$ cat config.mk
export PLATFORM = sky130hd
export DESIGN_NAME = ag32gbd_host
export DESIGN_NICKNAME = d
export VERILOG_FILES = /design/src/rtl/ag32gbd_pkg.sv /design/src/rtl/ag32gbd_phase_timer.sv /design/src/rtl/ag32gbd_host.sv
export SDC_FILE = /design/constraint.sdc
export NUM_CORES = 1
export LEC_CHECK = 0
export CAP_MARGIN = 10
export CELL_PAD_IN_SITES_DETAIL_PLACEMENT = 0
export CELL_PAD_IN_SITES_GLOBAL_PLACEMENT = 1
export CORE_MARGIN = 2
export CORE_UTILIZATION = 35
export DETAILED_ROUTE_END_ITERATION = 10
export HOLD_SLACK_MARGIN = 0.12
export MAX_ROUTING_LAYER = met4
export PLACE_DENSITY = 0.82
export SYNTH_ARGS = -nofsm -noshare
export SYNTH_HDL_FRONTEND = slang
export SYNTH_SLANG_ARGS = --single-unit
$ cat constraint.sdc
create_clock -name sys_clock -period 7 [get_ports sys_clock]
set_clock_uncertainty 0.15 [all_clocks]
set_input_delay 1.4 -clock sys_clock [delete_from_list [all_inputs] [get_ports sys_clock]]
set_output_delay 1.4 -clock sys_clock [all_outputs]
set_load 0.01 [all_outputs]
$ cat src/rtl/ag32gbd_pkg.sv
// Shared types and constants for the AG32 Game Boy cart bus host.
// Optional bank-select support is built when AG32GBD_HOST_BANKSEL_EN is defined.
package ag32gbd_pkg;

  typedef enum logic [2:0] {
    PH_IDLE   = 3'd0,
    PH_SETUP  = 3'd1,
    PH_STROBE = 3'd2,
    PH_HOLD   = 3'd3,
    PH_DONE   = 3'd4
  } phase_e;

  localparam logic [2:0]  CART_RAM_WIN  = 3'b101;
  localparam logic [15:0] MBC_BANK_ADDR = 16'h4000;
  localparam logic [4:0]  REG_BANK_ID   = 5'h10;

  // True for addresses inside the cart RAM window A000-BFFF.
  function automatic logic is_cart_ram(input logic [15:0] addr);
    return addr[15:13] == CART_RAM_WIN;
  endfunction

endpackage

$ cat src/rtl/ag32gbd_phase_timer.sv
// Down-counter for one bus phase: loaded on start, pulses expire on the phase's last cycle.
// A load value of 0 is treated as 1.
module ag32gbd_phase_timer (
  input  logic       sys_clock,
  input  logic       sys_resetn,
  input  logic [7:0] load_val,
  input  logic       start,
  output logic       expire
);

  logic [7:0] cnt;
  logic       running;

  always_ff @(posedge sys_clock or negedge sys_resetn) begin
    if (!sys_resetn) begin
      cnt     <= 8'd0;
      running <= 1'b0;
    end else if (start) begin
      // cnt counts the cycles remaining after the current one
      cnt     <= (load_val == 8'd0) ? 8'd0 : load_val - 8'd1;
      running <= 1'b1;
    end else if (running) begin
      if (cnt == 8'd0) running <= 1'b0;
      else             cnt     <= cnt - 8'd1;
    end
  end

  assign expire = running && (cnt == 8'd0);

endmodule

$ cat src/rtl/ag32gbd_host.sv
// Game Boy cart bus initiator: one request -> SETUP/STROBE/HOLD/DONE bus cycle.
// Define AG32GBD_HOST_BANKSEL_EN to add Req_Bank and automatic MBC bank-select writes.
module ag32gbd_host
  import ag32gbd_pkg::*;
#(
  parameter int SETUP_CYC  = 4,
  parameter int STROBE_CYC = 8,
  parameter int HOLD_CYC   = 4
) (
  input  logic        sys_clock,
  input  logic        sys_resetn,
  // Request: accepted on a cycle where Req_Valid && Req_Ready; Req_Ready is high only in IDLE.
  input  logic        Req_Valid,
  output logic        Req_Ready,
  input  logic        Req_Write,
  input  logic [15:0] Req_Addr,
  input  logic [7:0]  Req_WData,
`ifdef AG32GBD_HOST_BANKSEL_EN
  input  logic [4:0]  Req_Bank,
`endif
  output logic        Rsp_Valid,
  output logic [7:0]  Rsp_RData,
  output logic [15:0] Cart_a,
  output logic [7:0]  Cart_d_out,
  output logic        Cart_d_oe,
  input  logic [7:0]  Cart_d_in,
  output logic        Cart_nRD,
  output logic        Cart_nWR,
  output logic        Cart_nCS,
  output phase_e      dbg_phase
);

  localparam logic [7:0] SETUP_L  = SETUP_CYC[7:0];
  localparam logic [7:0] STROBE_L = STROBE_CYC[7:0];
  localparam logic [7:0] HOLD_L   = HOLD_CYC[7:0];

  phase_e      state, next_state;
  logic        accept;
  logic        expire;
  logic        timer_start;
  logic [7:0]  timer_load;
  logic        bank_cyc;
  logic        busy;
  logic [15:0] addr_q;
  logic [7:0]  wdata_q;
  logic        wr_q;
  logic [7:0]  rdata_q;

  ag32gbd_phase_timer u_timer (
    .sys_clock  (sys_clock),
    .sys_resetn (sys_resetn),
    .load_val   (timer_load),
    .start      (timer_start),
    .expire     (expire)
  );

  always_ff @(posedge sys_clock or negedge sys_resetn) begin
    if (!sys_resetn) state <= PH_IDLE;
    else             state <= next_state;
  end

  always_comb begin
    next_state  = state;
    timer_start = 1'b0;
    timer_load  = 8'd1;
    case (state)
      PH_IDLE:   if (Req_Valid) next_state = PH_SETUP;
      PH_SETUP:  if (expire)    next_state = PH_STROBE;
      PH_STROBE: if (expire)    next_state = PH_HOLD;
      PH_HOLD:   if (expire)    next_state = PH_DONE;
      // an inserted bank-select cycle chains straight into the requested cycle
      PH_DONE:   next_state = bank_cyc ? PH_SETUP : PH_IDLE;
      default:   next_state = PH_IDLE;
    endcase
    if (next_state != state) begin
      case (next_state)
        PH_SETUP:  begin timer_start = 1'b1; timer_load = SETUP_L;  end
        PH_STROBE: begin timer_start = 1'b1; timer_load = STROBE_L; end
        PH_HOLD:   begin timer_start = 1'b1; timer_load = HOLD_L;   end
        default:   ;
      endcase
    end
  end

  assign accept = (state == PH_IDLE) && Req_Valid;
  assign busy   = (state == PH_SETUP) || (state == PH_STROBE) || (state == PH_HOLD);

`ifdef AG32GBD_HOST_BANKSEL_EN
  logic [4:0]  bank_cache;
  logic        cache_valid;
  logic        bank_cyc_q;
  logic [15:0] pend_addr;
  logic [7:0]  pend_wdata;
  logic        pend_write;
  logic        need_bank;

  assign need_bank = is_cart_ram(Req_Addr) && (!cache_valid || (Req_Bank != bank_cache));
  assign bank_cyc  = bank_cyc_q;

  always_ff @(posedge sys_clock or negedge sys_resetn) begin
    if (!sys_resetn) begin
      addr_q      <= 16'h0000;
      wdata_q     <= 8'h00;
      wr_q        <= 1'b0;
      bank_cache  <= 5'h00;
      cache_valid <= 1'b0;
      bank_cyc_q  <= 1'b0;
      pend_addr   <= 16'h0000;
      pend_wdata  <= 8'h00;
      pend_write  <= 1'b0;
    end else if (accept) begin
      pend_addr  <= Req_Addr;
      pend_wdata <= Req_WData;
      pend_write <= Req_Write;
      bank_cyc_q <= need_bank;
      if (need_bank) begin
        addr_q  <= MBC_BANK_ADDR;
        wdata_q <= {3'b000, Req_Bank};
        wr_q    <= 1'b1;
      end else begin
        addr_q  <= Req_Addr;
        wdata_q <= Req_WData;
        wr_q    <= Req_Write;
      end
    end else if ((state == PH_DONE) && bank_cyc_q) begin
      bank_cache  <= wdata_q[4:0];
      cache_valid <= 1'b1;
      bank_cyc_q  <= 1'b0;
      addr_q      <= pend_addr;
      wdata_q     <= pend_wdata;
      wr_q        <= pend_write;
    end
  end
`else
  assign bank_cyc = 1'b0;

  always_ff @(posedge sys_clock or negedge sys_resetn) begin
    if (!sys_resetn) begin
      addr_q  <= 16'h0000;
      wdata_q <= 8'h00;
      wr_q    <= 1'b0;
    end else if (accept) begin
      addr_q  <= Req_Addr;
      wdata_q <= Req_WData;
      wr_q    <= Req_Write;
    end
  end
`endif

  // Read data is sampled on the last strobe cycle; writes report 8'h00.
  always_ff @(posedge sys_clock or negedge sys_resetn) begin
    if (!sys_resetn)                        rdata_q <= 8'h00;
    else if ((state == PH_STROBE) && expire) rdata_q <= wr_q ? 8'h00 : Cart_d_in;
  end

  always_comb begin
    Req_Ready = (state == PH_IDLE);
    Rsp_Valid = (state == PH_DONE) && !bank_cyc;
    Cart_nCS  = !(busy && is_cart_ram(addr_q));
    Cart_nRD  = !(busy && !wr_q);
    Cart_nWR  = !((state == PH_STROBE) && wr_q);
    Cart_d_oe = busy && wr_q;
  end

  assign Rsp_RData  = rdata_q;
  assign Cart_a     = addr_q;
  assign Cart_d_out = wdata_q;
  assign dbg_phase  = state;

endmodule

==> results.json <==
{
  "cp_data_required_time_ns": 7.08,
  "core_area_mm2": 0.00585,
  "cts_root_buf": "clkbuf_8",
  "layout-drive-gt1-share_pct": 5.03,
  "dieArea_mm2": 0.00659,
  "wl_met3_um": 244,
  "die_x_um": 81.2,
  "timing.fmax_ghz": 0.269,
  "cts-htree-levels": 2,
  "ant_nets": 0,
  "async_flop_share_pct": 100,
  "overflow": 0,
  "hp-class": "register to register",
  "drtPass1Iterations": 4,
  "drt_iter0_markers": 68,
  "arrival_ns": 3.80,
  "finalSetupViolations": 0,
  "synth_top_cell_by_area": "dfrtp_1",
  "ys_warn_count": 0,
  "period_share_pct": 53.2,
  "switching_share_pct": 19.0,
  "first_global_vias": 1643,
  "p_leak_nw": 1.43,
  "synthCells": 225,
  "vias": 1736,
  "io_pins": 77,
  "cts_setup_buffers": 0,
  "timing.slew.headroom_pct": 33.8,
  "wl_met2_mm": 2.37,
  "area_growth_syn_to_layout_pct": 43.1,
  "syn_avg_cell_area_um2": 9.26,
  "grt_start_max_net_pins": 46,
  "top_layer": "met4",
  "rows": 28,
  "clk_pin_slew_ns": 0.08,
  "gp_congestion": 0.810,
  "track_usage_pct": 16.4,
  "drc": 0,
  "ctsHoldBuffers": 0,
  "clkLatencyLatePin_ns": 0.29,
  "initial_core_util_pct": 35.6,
  "synth_edf_count": 0,
  "startpoint_type": "input pin",
  "status": "complete, no violations",
  "hold_viol_final": 0,
  "seqPwrFrac_pct": 55.2,
  "synth-main-ff-cell": "dfrtp_1",
  "final_common_cell": "nand2_1",
  "nets": 338,
  "cts_sinks": 45,
  "wl_per_cell_um": 13.3,
  "cts_tree": "done",
  "fin_cells": 373,
  "cts_buffer_depth": 2,
  "p_sw_mw": 0.0895,
  "combPwrFrac_pct": 5.5,
  "synth_cell_types": 41,
  "period_needed_ns": 3.72,
  "syn_nets": 265,
  "cts_buffers": 5,
  "dp_hpwl_mm": 3.59,
  "netlist_area_mm2": 0.00208,
  "worst_pin_slew_ns": 0.993,
  "internal_power_mw": 0.381,
  "wirelength_mm": 4.97,
  "yosys_register_bits": 45,
  "rsz0062_at_grt": "false",
  "synth_area_leaders": "dfrtp_1 54%, nand2_1 16%, nand2b_1 2.7%",
  "cts.repair.resized": 0,
  "max-cap-violations": 0,
  "critical_path_class": "input pin to register",
  "cp_max_fo": 27,
  "layout_common_cells": "90 x nand2_1, 75 x clkdlybuf4s50_1, 45 x dfrtp_1",
  "placed_cells": 366,
  "grt_pass1_wl_mm": 7.83,
  "slew_viol_final": 0,
  "p_clk_share_pct": 39.3,
  "fin_util_pct": 50.9,
  "yosysSeqAreaShare_pct": 54.1,
  "diodes": 0,
  "ir_worst_vdd_v": 0.0000930,
  "antenna_found_initial": 0,
  "wl_met1_mm": 2.28,
  "io_buffers": 76,
  "setup_tns_ns": 0,
  "cp-end-kind": "register",
  "die_h_um": 81.2,
  "yosysTopAreaCellShare_pct": 54.1,
  "via_per_inst": 4.65,
  "powerDensity_mw_per_mm2": 158
}
[cell usage after synthesis (2+ instances only)]
| master | count |
|---|---|
| nand2_1 | 90 |
| and2_1 | 3 |
| o21ai_1 | 8 |
| inv_1 | 2 |
| nor3b_1 | 4 |
| nand4_1 | 2 |
| dfrtp_1 | 45 |
| xor2_1 | 4 |
| o21ai_0 | 2 |
| nand2b_1 | 9 |
| xnor2_1 | 2 |
| nor2_1 | 11 |
| clkbuf_1 | 7 |
| a31oi_1 | 2 |
| nand3_1 | 3 |
| ha_1 | 4 |
| nor3_1 | 3 |
[worst max-delay path: stages]
cell	delay (ns)
clkdlybuf4s50_1	0.41
nand2_1	0.68
nand3_2	0.36
ha_1	0.44
nand3b_1	0.19
o311ai_1	0.11
o221a_1	0.21
[per-stage QoR]
stage	hold slack, ns	area, um2	total power, mW	setup WS, ns
final	0.333	2980	0.470	3.28
after global routing	0.362	2980	0.492	3.06
after CTS	0.336	2980	0.479	3.25
after detailed placement	0.315	2880	0.291	2.95
after global placement	0.306	2880	0.292	2.93
after floorplan	0.357	2080	0.266	4.21
[worst paths after layout]
| path | from | slack, ns | end | cells after the start |
|---|---|---|---|---|
| setup / recovery | Req_Valid | 3.28 | u_timer.cnt[2] | 7 |
| hold / removal | Cart_d_out[4] | 0.33 | Cart_d_out[4] | 2 |
| setup reg to reg | dbg_phase[0] | 4.06 | u_timer.cnt[2] | 7 |
| hold reg to reg | Cart_d_out[4] | 0.33 | Cart_d_out[4] | 2 |
| max in group asynchronous | sys_resetn | 4.96 | Rsp_RData[7] | 1 |
| min in group asynchronous | sys_resetn | 1.12 | dbg_phase[2] | 1 |
[final cells by class]
cell class / count / area (um2)
Multi-Input combinational cell: 167 / 890
Fill cell: 544 / 2870
Tap cell: 75 / 93.8
Clock inverter: 2 / 35.0
Sequential cell: 45 / 1130
Inverter: 3 / 11.3
Timing Repair Buffer: 76 / 756
Clock buffer: 5 / 68.8
[routing by layer]
metal / GRT usage (%) / up-vias
met5: - / -
met4: 6.44 / 0
met3: 3.89 / 6
met2: 25.5 / 47
met1: 20.8 / 805
li1: - / 878
[power by group through the flow]
stage	registers, mW	logic [mW]	clock network, mW
2_1_floorplan	0.265	0.00125	0
3_3_place_gp	0.265	0.0268	0
3_5_place_dp	0.265	0.0265	0
4_1_cts	0.260	0.0267	0.193
5_1_grt	0.260	0.0282	0.204
6_report	0.260	0.0259	0.185
[sequential cells by signal (all words and copies together) (netlist names)]
register         cells
Cart_a              16
Cart_d_out           8
Rsp_RData            8
dbg_phase            3
u_timer.cnt          8
u_timer.running      1
wr_q                 1
[cells by family (layout without fill, tap and decap cells)]
group	count (synthesis)	in the layout	share of synthesized area (%)
xor gates and xnor gates	6	6	2.52
adders and majority gates	4	4	2.40
AOI/OAI and AO/OA	21	21	7.21
muxes	1	1	0.541
and+or+nand+nor	135	135	30.0
DFF	45	45	54.1
buffers and inverters	13	86	3.24
No activity file was read; power rests on OpenSTA's default activity.
